$ cat config.mk
export PLATFORM = sky130hd
export DESIGN_NAME = option_param_loader
export DESIGN_NICKNAME = d
export VERILOG_FILES = /design/src/rtl/option_param_loader.sv
export SDC_FILE = /design/constraint.sdc
export NUM_CORES = 1
export LEC_CHECK = 0
export ABC_AREA = 1
export CAP_MARGIN = 30
export CORE_MARGIN = 2
export CORE_UTILIZATION = 45
export DETAILED_ROUTE_END_ITERATION = 12
export DONT_BUFFER_PORTS = 1
export SYNTH_ARGS = -nofsm -noshare
export SYNTH_HDL_FRONTEND = slang
export SYNTH_SLANG_ARGS = --single-unit
$ cat constraint.sdc
create_clock -name clk -period 1.66 [get_ports clk]
set_clock_uncertainty 0.05 [all_clocks]
set_input_delay 0.249 -clock clk [delete_from_list [all_inputs] [get_ports clk]]
set_output_delay 0.249 -clock clk [all_outputs]
set_load 0.1 [all_outputs]
$ cat src/rtl/option_param_loader.sv
// Option parameter loader: the host streams byte beats into shadow registers.
// A complete load is copied into the active parameter set on job launch. The
// loader then offers one path request per index to the path generator until
// the job's path count is exhausted.
//
//   state   | meaning
//   --------+------------------------------------------------------------
//   S_IDLE  | waiting for the host to enter LOAD mode
//   S_LOAD  | accepting byte beats into the shadow registers
//   S_RUN   | active parameters frozen, offering path requests
//   S_DONE  | all paths handed off, waiting for the host to leave RUN
module option_param_loader #(
  parameter int NUM_FIELDS = 6
) (
  input  logic        clk,
  input  logic        rst,
  input  logic [1:0]  state,
  input  logic [11:0] in,
  output logic [15:0] s0,
  output logic [15:0] k,
  output logic [15:0] r,
  output logic [15:0] sigma,
  output logic [15:0] t,
  output logic [15:0] num_paths,
  output logic        start,
  output logic        path_valid,
  input  logic        path_ready,
  output logic [15:0] path_idx,
  output logic        busy,
  output logic        done,
  output logic        cfg_err
);

  localparam int MASK_W = 2 * NUM_FIELDS;

  localparam logic [1:0] HOST_IDLE = 2'b00;
  localparam logic [1:0] HOST_LOAD = 2'b01;
  localparam logic [1:0] HOST_RUN  = 2'b10;

  typedef enum logic [1:0] {
    S_IDLE = 2'b00,
    S_LOAD = 2'b01,
    S_RUN  = 2'b10,
    S_DONE = 2'b11
  } fsm_t;

  fsm_t fsm_q, fsm_d;

  logic [MASK_W-1:0]            mask_q;
  logic [NUM_FIELDS-1:0][15:0]  shadow_q;
  logic [NUM_FIELDS-1:0][15:0]  active_q;
  logic [15:0]                  remain_q;
  logic [15:0]                  idx_q;
  logic                         start_q;
  logic                         err_q;

  logic [2:0] beat_fld;
  logic       beat_hi;
  logic [7:0] beat_byte;
  logic       beat_ok;
  logic       mask_full;
  logic       handshake;

  logic clr_mask;
  logic wr_beat;
  logic launch;
  logic set_err;
  logic advance;

  assign beat_fld  = in[11:9];
  assign beat_hi   = in[8];
  assign beat_byte = in[7:0];
  assign beat_ok   = int'(beat_fld) < NUM_FIELDS;
  assign mask_full = &mask_q;

  assign path_valid = (fsm_q == S_RUN) && (remain_q != 16'd0);
  assign handshake  = path_valid && path_ready;

  // FSM state register
  always_ff @(posedge clk) begin
    if (rst) fsm_q <= S_IDLE;
    else     fsm_q <= fsm_d;
  end

  // Next-state decode and datapath strobes
  always_comb begin
    fsm_d    = fsm_q;
    clr_mask = 1'b0;
    wr_beat  = 1'b0;
    launch   = 1'b0;
    set_err  = 1'b0;
    advance  = 1'b0;
    case (fsm_q)
      S_IDLE: begin
        if (state == HOST_LOAD) begin
          fsm_d    = S_LOAD;
          clr_mask = 1'b1;
        end
      end
      S_LOAD: begin
        case (state)
          HOST_LOAD: begin
            wr_beat = 1'b1;
            if (!beat_ok) set_err = 1'b1;
          end
          HOST_RUN: begin
            if (mask_full) begin
              launch = 1'b1;
              fsm_d  = S_RUN;
            end else begin
              set_err = 1'b1;
              fsm_d   = S_IDLE;
            end
          end
          HOST_IDLE: fsm_d = S_IDLE;
          default:   fsm_d = S_LOAD;
        endcase
      end
      S_RUN: begin
        // Abort wins over a same-cycle handshake; the run is discarded.
        if (state == HOST_IDLE) begin
          fsm_d = S_IDLE;
        end else if (remain_q == 16'd0) begin
          fsm_d = S_DONE;
        end else if (handshake) begin
          advance = 1'b1;
          if (remain_q == 16'd1) fsm_d = S_DONE;
        end
      end
      S_DONE: begin
        if (state == HOST_IDLE) begin
          fsm_d = S_IDLE;
        end else if (state == HOST_LOAD) begin
          fsm_d    = S_LOAD;
          clr_mask = 1'b1;
        end
      end
      default: fsm_d = S_IDLE;
    endcase
  end

  // Shadow/active registers, byte mask, path counter and status flags
  always_ff @(posedge clk) begin
    if (rst) begin
      mask_q   <= '0;
      shadow_q <= '0;
      active_q <= '0;
      remain_q <= '0;
      idx_q    <= '0;
      start_q  <= 1'b0;
      err_q    <= 1'b0;
    end else begin
      start_q <= launch;
      if (clr_mask) begin
        mask_q <= '0;
        err_q  <= 1'b0;
      end
      if (set_err) err_q <= 1'b1;
      if (wr_beat && beat_ok) begin
        for (int i = 0; i < NUM_FIELDS; i++) begin
          if (beat_fld == 3'(i)) begin
            if (beat_hi) begin
              shadow_q[i][15:8] <= beat_byte;
              mask_q[2*i+1]     <= 1'b1;
            end else begin
              shadow_q[i][7:0]  <= beat_byte;
              mask_q[2*i]       <= 1'b1;
            end
          end
        end
      end
      if (launch) begin
        active_q <= shadow_q;
        remain_q <= shadow_q[5];
        idx_q    <= '0;
      end else if (advance) begin
        remain_q <= remain_q - 16'd1;
        idx_q    <= idx_q + 16'd1;
      end
    end
  end

  assign s0        = active_q[0];
  assign k         = active_q[1];
  assign r         = active_q[2];
  assign sigma     = active_q[3];
  assign t         = active_q[4];
  assign num_paths = active_q[5];
  assign start     = start_q;
  assign path_idx  = idx_q;
  assign cfg_err   = err_q;
  assign busy      = (fsm_q == S_RUN);
  assign done      = (fsm_q == S_DONE);

endmodule

==> reports/metrics.yaml, run 1 <==
status: "finished with violations"
violations: "setup timing"
clockRootBuffer: "clkbuf_16"
vias_per_cell: 5.149
drc: 0
syn_area_um2: 9114
die-area_um2: 21410
synth_xor_area_share_pct: 1.249
avgSynthCellArea_um2: 8.130
p_switching_mw: 3.135
reg2reg_from: "mask_q[11]"
r2r-end: "s0[9]"
setup_slack_ps: -290.2
finalSetupViolations: 224
worstMarginPinSlew_ps: 1071
ys_seq_area_share_pct: 52.72
overflow: 0
yosysWarnings: 0
drive_gt1_share_pct: 30.69
worstSetupStartpointType: "flip-flop"
first_iter_violations: 413
fin_crit_ps: 1950
initial_core_util_pct: 45.48
worstHoldPathCells: 4
clock-sinks: 240
die_h_um: 146.3
maxCapViolations: 0
detail-route-antenna-nets: 0
synth-async-reset-ratio_pct: 0
cell_internal_pwr_mw: 9.963
synth_top_family_by_area: "simple AND/OR/NAND/NOR gates"
nets: 1382
clkTransAtPathRegs_ps: 60
tritoncts: "done"
numCtsBuffers: 26
clk_latency_ps: 530
drv_slew: 0
syn_nets: 1151
timing.reg2reg.setup_slack_ps: -260
io_buffers: 0
grt_max_degree: 87
hold_viol: 0
hold_class: "in -> reg"
endpoint_kind: "output port"
antenna_found_initial: 4
muxShareOfSynthArea_pct: 0
grtUsageMet2_pct: 46.18
grt_pass1_vias: 8230
gp_congestion: 0.8275
yosys.area_share.simple_pct: 20.63
worstPathRequired_ps: 1360
synth_seq_cells: 240
gr-max-usage-layer: "met2"
p_seq_share_pct: 44.4
dp_hpwl_mm: 15.65
post_layout_nonfiller_instances: 1647
yosysUniqueCellTypes: 33
vias: 8480
power.share.clock_pct: 45.5
first_pass_iters: 5
ys.flop_type: "dfxtp_1"
synth_fa_ha_area_share_pct: 1.785
crit_type: "reg -> out"
die_x_um: 146.3
core-area_um2: 20040
fmax_mhz: 512.8
wl_per_cell_um: 17.70
combinationalPowerShare_pct: 10.1
synth_cells: 1121
r2r_cells: 11
worstPathArrival_ps: 1650
fp-row-count: 52
grt_pass1_wl_mm: 45.18
slew_headroom_pct: 28.37
p_leak_nw: 5.881
io_pins: 134
wl_mm: 29.15
fin_hold_ws_ps: 34.66
period_share_pct: 117.5
ir_worst_vdd_uv: 868.2
clock_path_buffers: 3
synth_enable_flop_cells: 0
p_per_area_nw_per_um2: 979.1
min_from: "state[1]"
htree_levels: 1
grt_util_all_layers_pct: 26.56
areaGrowthSynthToFinish_pct: 46.79
grt_use_met3_pct: 4.750
use_met1_pct: 33.91
min_to: "fsm_q[1]"
dp_cells: 1522
grt_setup_unrepaired: "true"
synth_compound_area_share_pct: 16.85
sw_frac_of_total_pct: 23.94
critical_path.max_fanout: 2
routing by layer:
layer,vias to the layer above,wire length (um)
met5,-,0
met1,4021,12310
met3,46,1755
met2,228,14530
li1,4185,-
met4,0,560
worst max path at each step:
stage	startpoint	cells past startpoint	slack, ps	to
CTS	fsm_q[0]	7	-310	path_valid
detailed placement	fsm_q[1]	10	-180	remain_q[13]
finish	fsm_q[0]	7	-290	path_valid
global placement	fsm_q[1]	10	-130	remain_q[13]
floorplan	fsm_q[0]	6	-120	cfg_err
global route	fsm_q[0]	7	-340	path_valid
through the flow:
stage | setup TNS, ps | total power [mW] | util [%] | area [um2] | worst slack, ps
after floorplan | -1704 | 6.545 | - | 9229 | -122.7
after global placement | -3618 | 6.803 | 53.88 | 10800 | -133.2
final | -28650 | 13.10 | 66.76 | 13380 | -290.2
after CTS | -27370 | 13.15 | 66.11 | 13250 | -311.0
after detailed placement | -6709 | 6.815 | 53.88 | 10800 | -177.1
after global routing | -50990 | 13.50 | 66.76 | 13380 | -343.5
critical path, stage by stage (launching register included):
cell and delay [ps]:
dfxtp_2 330, buf_6 110, inv_4 50, ha_4 130, inv_4 30, buf_6 110, a31oi_4 160, buf_12 200
cells in the mapped netlist (2+ instances only):
master	number	area [um2]
ha_1	13	162.7
inv_1	75	281.5
nand2_1	175	656.9
xnor2_1	3	26.28
nand2_2	5	31.28
buf_4	9	67.56
nor2_4	2	22.52
a21oi_1	61	305.3
o21ai_0	131	655.6
nor3_1	14	70.07
inv_2	7	26.28
xor2_1	10	87.58
buf_2	10	50.05
nor2_1	192	720.7
nand4_1	11	68.82
o21ai_1	4	20.02
a22o_1	58	508.0
nor2_2	8	50.05
buf_6	6	67.56
dfxtp_1	240	4805
clkbuf_1	31	116.4
nand3_1	45	225.2
placed cells by master (no fill, tap or decap), drive strengths merged:
cell type	synthesis	final
o32ai	1	1
buf	26	245
o31ai	1	1
xor2	10	10
bufbuf	0	2
ha	13	13
diode	0	5
clkbuf	31	36
a21o	1	1
clkinvlp	0	4
nor2	202	202
o21bai	1	1
bufinv	0	2
nand3	47	47
nand3b	1	1
clkinv	1	11
nor3	14	14
o21ai	135	135
a21oi	62	62
inv	82	80
nand2	180	180
xnor2	3	3
nand4	11	11
a31oi	1	1
dlygate4sd3	0	11
dfxtp	240	240
a22o	58	58
cell type report:
cell class	instances	area, um2
antenna	5	12.51
clock buffer	36	780.7
clock inverter	12	115.1
fill	1658	6661
inverter	83	352.8
multi-input combinational	741	4074
sequential	240	4858
tap	270	337.8
timing repair buffer	258	2809
timing repair inverter	2	37.54
sequential cells by signal, summed over array words and instances (netlist names):
register and flops:
s0 16, mask_q 12, t 16, start 1, k 16, sigma 16
fsm_q 2, remain_q 16, path_idx 16, num_paths 16, shadow_q 96, cfg_err 1
r 16
power groups by stage:
stage	combinational (mW)	sequential, mW	clock (mW)
floorplan	0.588	5.96	0
global placement	0.873	5.93	0
detailed placement	0.884	5.93	0
CTS	1.30	5.81	6.05
global route	1.39	5.81	6.29
finish	1.33	5.81	5.96
cells by family after synthesis:
family,count (synthesis)
simple gates,455
compound gates,260
flops,240
buf+inv,140
xor+xnor,13
fa+ha+maj,13
timing repair:
item                                   in CTS  in global routing
resized for setup                         175                 46
cloned                                     24                  0
setup buffers                              41                  3
pin swaps                                  22                 14
endpoints found under the hold margin     118                  0
setup endpoints to repair                 174                243
hold buffers                               11                  0
(Power assumes the default switching activity.)
==> run 2, diff against run 1 <==
==> constraint.sdc (replaced) <==
create_clock -name clk -period 1.66 [get_ports clk]
set_clock_uncertainty 0.05 [all_clocks]
set_input_delay 0.166 -clock clk [delete_from_list [all_inputs] [get_ports clk]]
set_output_delay 0.166 -clock clk [all_outputs]
set_load 0.1 [all_outputs]
==> reports/metrics.yaml, run 2 (same netlist as run 1, synthesis figures left out) <==
utilization_pct: 69.96
clkTransAtPathRegs_ps: 60
wl_per_cell_um: 18.69
setup_slack_ps: -237.0
fp-row-count: 52
crit_type: "reg -> reg"
dp_slack_ps: -158.1
worstPathArrival_ps: 2280
io_pins: 134
fmax_mhz: 527.2
vias_per_cell: 5.303
areaGrowthSynthToFinish_pct: 53.83
endpoint_kind: "flip-flop"
die_h_um: 146.3
tns_ps: -23190
grt_pass1_wl_mm: 42.72
final_common_cell: "dfxtp_1"
slew_headroom_pct: 35.52
clk_latency_ps: 540
grt_pass1_vias: 7855
min_to: "mask_q[4]"
total_power_mw: 13.43
nets: 1380
clockRootBuffer: "clkbuf_16"
die_x_um: 146.3
p_leak_nw: 6.057
first_pass_iters: 5
finalSetupViolations: 167
io_buffers: 0
fin_hold_ws_ps: -8.573
layout_common_cells: "dfxtp_1 (202), nor2_1 (175), buf_4 (158)"
startpoint: "mask_q[10]"
wl_mm: 30.64
place_area_um2: 10650
ir_worst_vdd_uv: 915.7
stdcell_area_um2: 14020
gp_congestion: 0.8847
worstHoldPathCells: 5
fin_crit_ps: 1897
htree_levels: 1
overflow: 0
die-area_um2: 21410
numCtsBuffers: 25
regMostFlops: "shadow_q"
tritoncts: "done"
vias: 8691
hold_class: "in -> reg"
period_share_pct: 114.3
largest_register_ffs: 96
r2r-end: "k[0]"
min_from: "in[9]"
post_layout_nonfiller_instances: 1639
drc: 0
p_per_area_nw_per_um2: 957.6
detail-route-antenna-nets: 0
drv_slew: 0
antenna_found_initial: 2
r2r_cells: 9
violations: "hold timing, setup timing"
fillers: 1508
timing.reg2reg.setup_slack_ps: -240
worstPathRequired_ps: 2040
hold_viol: 1
dp_cells: 1508
grt_util_all_layers_pct: 24.83
drive_gt1_share_pct: 38.41
grt_setup_unrepaired: "true"
critical_path.max_fanout: 5
clock_path_buffers: 3
core-area_um2: 20040
maxCapViolations: 0
worstSetupStartpointType: "flip-flop"
reg2reg_from: "mask_q[10]"
clock-sinks: 240
status: "finished with violations"
worstMarginPinSlew_ps: 964.0
grt_max_degree: 55
first_iter_violations: 479
initial_core_util_pct: 45.48
dp_hpwl_mm: 15.67
## run 2: cell types whose count changed in the layout (fill, tap and decap cells not counted), moves of 17 or more
cell and delta:
nand2_1 -37, o21ai_2 +33, o21ai_1 +23, nand2_4 +17, o21ai_0 -56, buf_4 -20
## run 2: critical path, cell delays in order (launching register included)
cell	delay, ps
dfxtp_2	340
nand4_1	230
nor2_4	230
nand2_4	100
buf_6	140
nand2_8	110
buf_6	150
clkinv_8	90
clkbuf_16	170
a22o_1	180
## run 2: timing repair
action | in CTS | in global routing
endpoints found under the setup margin | 126 | 240
buffers inserted | 25 | 23
pin swaps | 12 | 65
hold endpoints to repair | 133 | 1
cloned | 15 | 17
gates resized for setup | 135 | 344
hold buffers | 14 | 1
## run 2: routing by layer
metal  global-route usage, %  vias up  wire (um)
li1                        -     4175          -
met1                   32.30     4160      12670
met2                   42.10      293      15040
met3                   4.531       63       1971
met4                   7.767        0        960
met5                       0        -          0
## run 2: power breakdown
group	internal, mW	total, mW	leakage, nW	switching (mW)
clock network	3.71	6.10	0.447	2.39
logic	0.652	1.52	3.66	0.864
registers	5.78	5.81	1.95	0.0275
total	10.1	13.4	6.06	3.28
## run 2: how the worst max path moves through the flow
stage                         to  slack (ps)  depth (start not counted)
floorplan                cfg_err        -110                          6
global placement    remain_q[13]         -80                          9
detailed placement  remain_q[13]        -160                          9
CTS                   path_valid        -230                          7
global route        shadow_q[70]        -270                         11
finish                      k[0]        -240                          9
## run 2: cell type report
cell class | instances | area, um2 | area share, %
clock buffers | 34 | 729.5 | 5.203
well taps | 270 | 337.8 | 2.410
diodes | 2 | 5.005 | 0.03570
repair inverters | 4 | 61.31 | 0.4373
clock inverters | 10 | 168.9 | 1.205
multi-input cells | 744 | 4686 | 33.42
inverters | 83 | 427.9 | 3.052
repair buffers | 252 | 2726 | 19.45
flip-flops and latches | 240 | 4877 | 34.79
==> run 3, diff against run 2 <==
--- a/config.mk
+++ b/config.mk
@@ -8,9 +8,11 @@
 export ABC_AREA = 1
 export CAP_MARGIN = 30
 export CORE_MARGIN = 2
-export CORE_UTILIZATION = 45
+export CORE_UTILIZATION = 50
 export DETAILED_ROUTE_END_ITERATION = 12
 export DONT_BUFFER_PORTS = 1
+export PLACE_DENSITY = 0.68
+export RECOVER_POWER = 50
 export SYNTH_ARGS = -nofsm -noshare
 export SYNTH_HDL_FRONTEND = slang
 export SYNTH_SLANG_ARGS = --single-unit
==> reports/metrics.yaml, run 3 (same netlist as run 1, synthesis figures left out) <==
violations: "setup timing"
final_common_cell: "dfxtp_1"
vias: 8922
cp-endpoint: "shadow_q[9]"
numCtsBuffers: 25
clock-sinks: 240
endpoint_kind: "flip-flop"
io_buffers: 0
met3_length_mm: 2.201
die_x_um: 139.0
reg2reg_from: "fsm_q[1]"
dr_wl_met2_mm: 14.80
initial_core_util_pct: 50.91
r2r_cells: 10
period_share_pct: 112.2
cp_slowest_cell: "dfxtp_2"
highest_layer: "met4"
htree_levels: 1
die-area_um2: 19320
antenna_found_initial: 4
worstSetupStartpointType: "flip-flop"
setup_slack_ps: -202.0
hold_class: "in -> reg"
nets: 1377
worstPathArrival_ps: 2240
crit_cells: 10
overflow: 0
timing.reg2reg.setup_slack_ps: -200
io_pins: 134
critical_path.max_fanout: 7
fin_crit_ps: 1862
wl_per_cell_um: 19.02
gp_congestion: 0.8870
core-area_um2: 17900
wirelength_met1_mm: 12.11
wl_mm: 30.41
clkTransAtPathRegs_ps: 70
vias_per_cell: 5.580
drv_slew: 0
grt_pass1_wl_mm: 41.25
status: "finished with violations"
worstPathCellList: "inv_2 -> ha_4 -> nand2_4 -> a21oi_4 -> nand2_2 -> buf_6 -> nor2_4 -> clkinvlp_4 -> o21ai_1 -> a21oi_1"
drive_gt1_share_pct: 35.87
hold_viol: 0
grt_max_degree: 77
maxCapViolations: 0
grt_pass1_vias: 7862
grt_setup_unrepaired: "true"
drc: 0
largest_register_ffs: 96
finalSetupViolations: 186
first_pass_iters: 6
dp_slack_ps: -122.4
slowest_delay_ps: 330
path_buf_inv: 3
startpoint: "fsm_q[1]"
worstHoldPathCells: 4
tritoncts: "done"
detail-route-antenna-nets: 0
critical-path-top-delay-family: "buffers and inverters"
grt_util_all_layers_pct: 26.13
r2r-end: "shadow_q[9]"
fmax_mhz: 537.0
fillers: 1238
total_power_mw: 13.21
worstMarginPinSlew_ps: 930.7
clk_latency_ps: 530
crit_type: "reg -> reg"
slew_headroom_pct: 37.75
regMostFlops: "shadow_q"
clock_path_buffers: 3
layout_common_cells: "dfxtp_1 (199), nor2_1 (176), nand2_1 (140)"
p_per_area_nw_per_um2: 1004
areaGrowthSynthToFinish_pct: 44.43
fp-row-count: 49
worstPathRequired_ps: 2040
p_leak_nw: 5.640
clockRootBuffer: "clkbuf_16"
first_iter_violations: 637
die_h_um: 139.0
dp_hpwl_mm: 15.50
ir_worst_vdd_uv: 1054
run 3: changes by cell type in the layout (fill, tap and decap cells not counted), moves of 8 or more:
cell,delta
clkbuf_2,+71
buf_4,-70
o21ai_0,+30
nand2_1,+26
o21ai_1,-20
nand2_4,-18
nand3_1,+10
o21ai_2,-10
a21oi_1,-9
a21oi_2,+9
clkinvlp_4,+9
nand3_2,-8
run 3: through the flow:
stage / cells / TNS (ps) / hold WS [ps] / cell area [um2] / utilization, %
global route: 1598 / -29820 / 12.24 / 13160 / 73.51
global placement: 1463 / -778.7 / 195.4 / 10570 / 59.04
CTS: 1560 / -7486 / -363.7 / 12200 / 68.16
floorplan: 1121 / -2688 / 185.1 / 9220 / -
finish: 1599 / -16930 / 8.621 / 13160 / 73.53
detailed placement: 1463 / -8820 / 195.9 / 10570 / 59.04
run 3: worst min path at each step:
stage	to	start	slack [ps]
5_1_grt	shadow_q[47]	rst	10
4_1_cts	fsm_q[0]	rst	-360
3_3_place_gp	remain_q[3]	rst	200
3_5_place_dp	mask_q[8]	rst	200
2_1_floorplan	mask_q[0]	rst	190
6_report	shadow_q[47]	rst	9
run 3: power breakdown:
group          internal (mW)  total (mW)  leakage, nW  switching (mW)
clock                   3.63        6.00        0.441            2.37
sequential              5.79        5.82         1.96          0.0288
combinational          0.577        1.39         3.24           0.815
total                   10.0        13.2         5.64            3.21
run 3: final cells by class:
type | instances | area [um2] | share of cell area (%)
clock inverter | 11 | 140.1 | 1.065
multi-input combinational | 743 | 4369 | 33.19
sequential | 240 | 4883 | 37.10
timing repair buffer | 244 | 2230 | 16.94
clock buffer | 35 | 753.2 | 5.722
timing repair inverter | 10 | 96.34 | 0.7319
tap | 229 | 286.5 | 2.177
inverter | 83 | 394.1 | 2.994
antenna | 4 | 10.01 | 0.07605
run 3: routing by layer:
metal	vias to the layer above	GRT usage, %
li1	4177	-
met1	4281	33.17
met2	358	44.83
met3	106	5.041
met4	0	8.719
met5	-	0
run 3: worst register-to-register path: cells and delay by family, from the launching register on:
family / cells / cell delay (ps)
and+or+nand+nor: 3 / 360
adders and majority gates: 1 / 160
DFF: 1 / 330
buffers and inverters: 3 / 470
AOI/OAI and AO/OA: 3 / 390
run 3: what timing repair did:
action | CTS | global route
gates cloned | 8 | 19
setup buffers | 31 | 16
hold endpoints to repair | 139 | 26
endpoints found under the setup margin | 201 | 241
resized for setup | 110 | 237
pin swaps | 13 | 56
hold buffers | 15 | 2
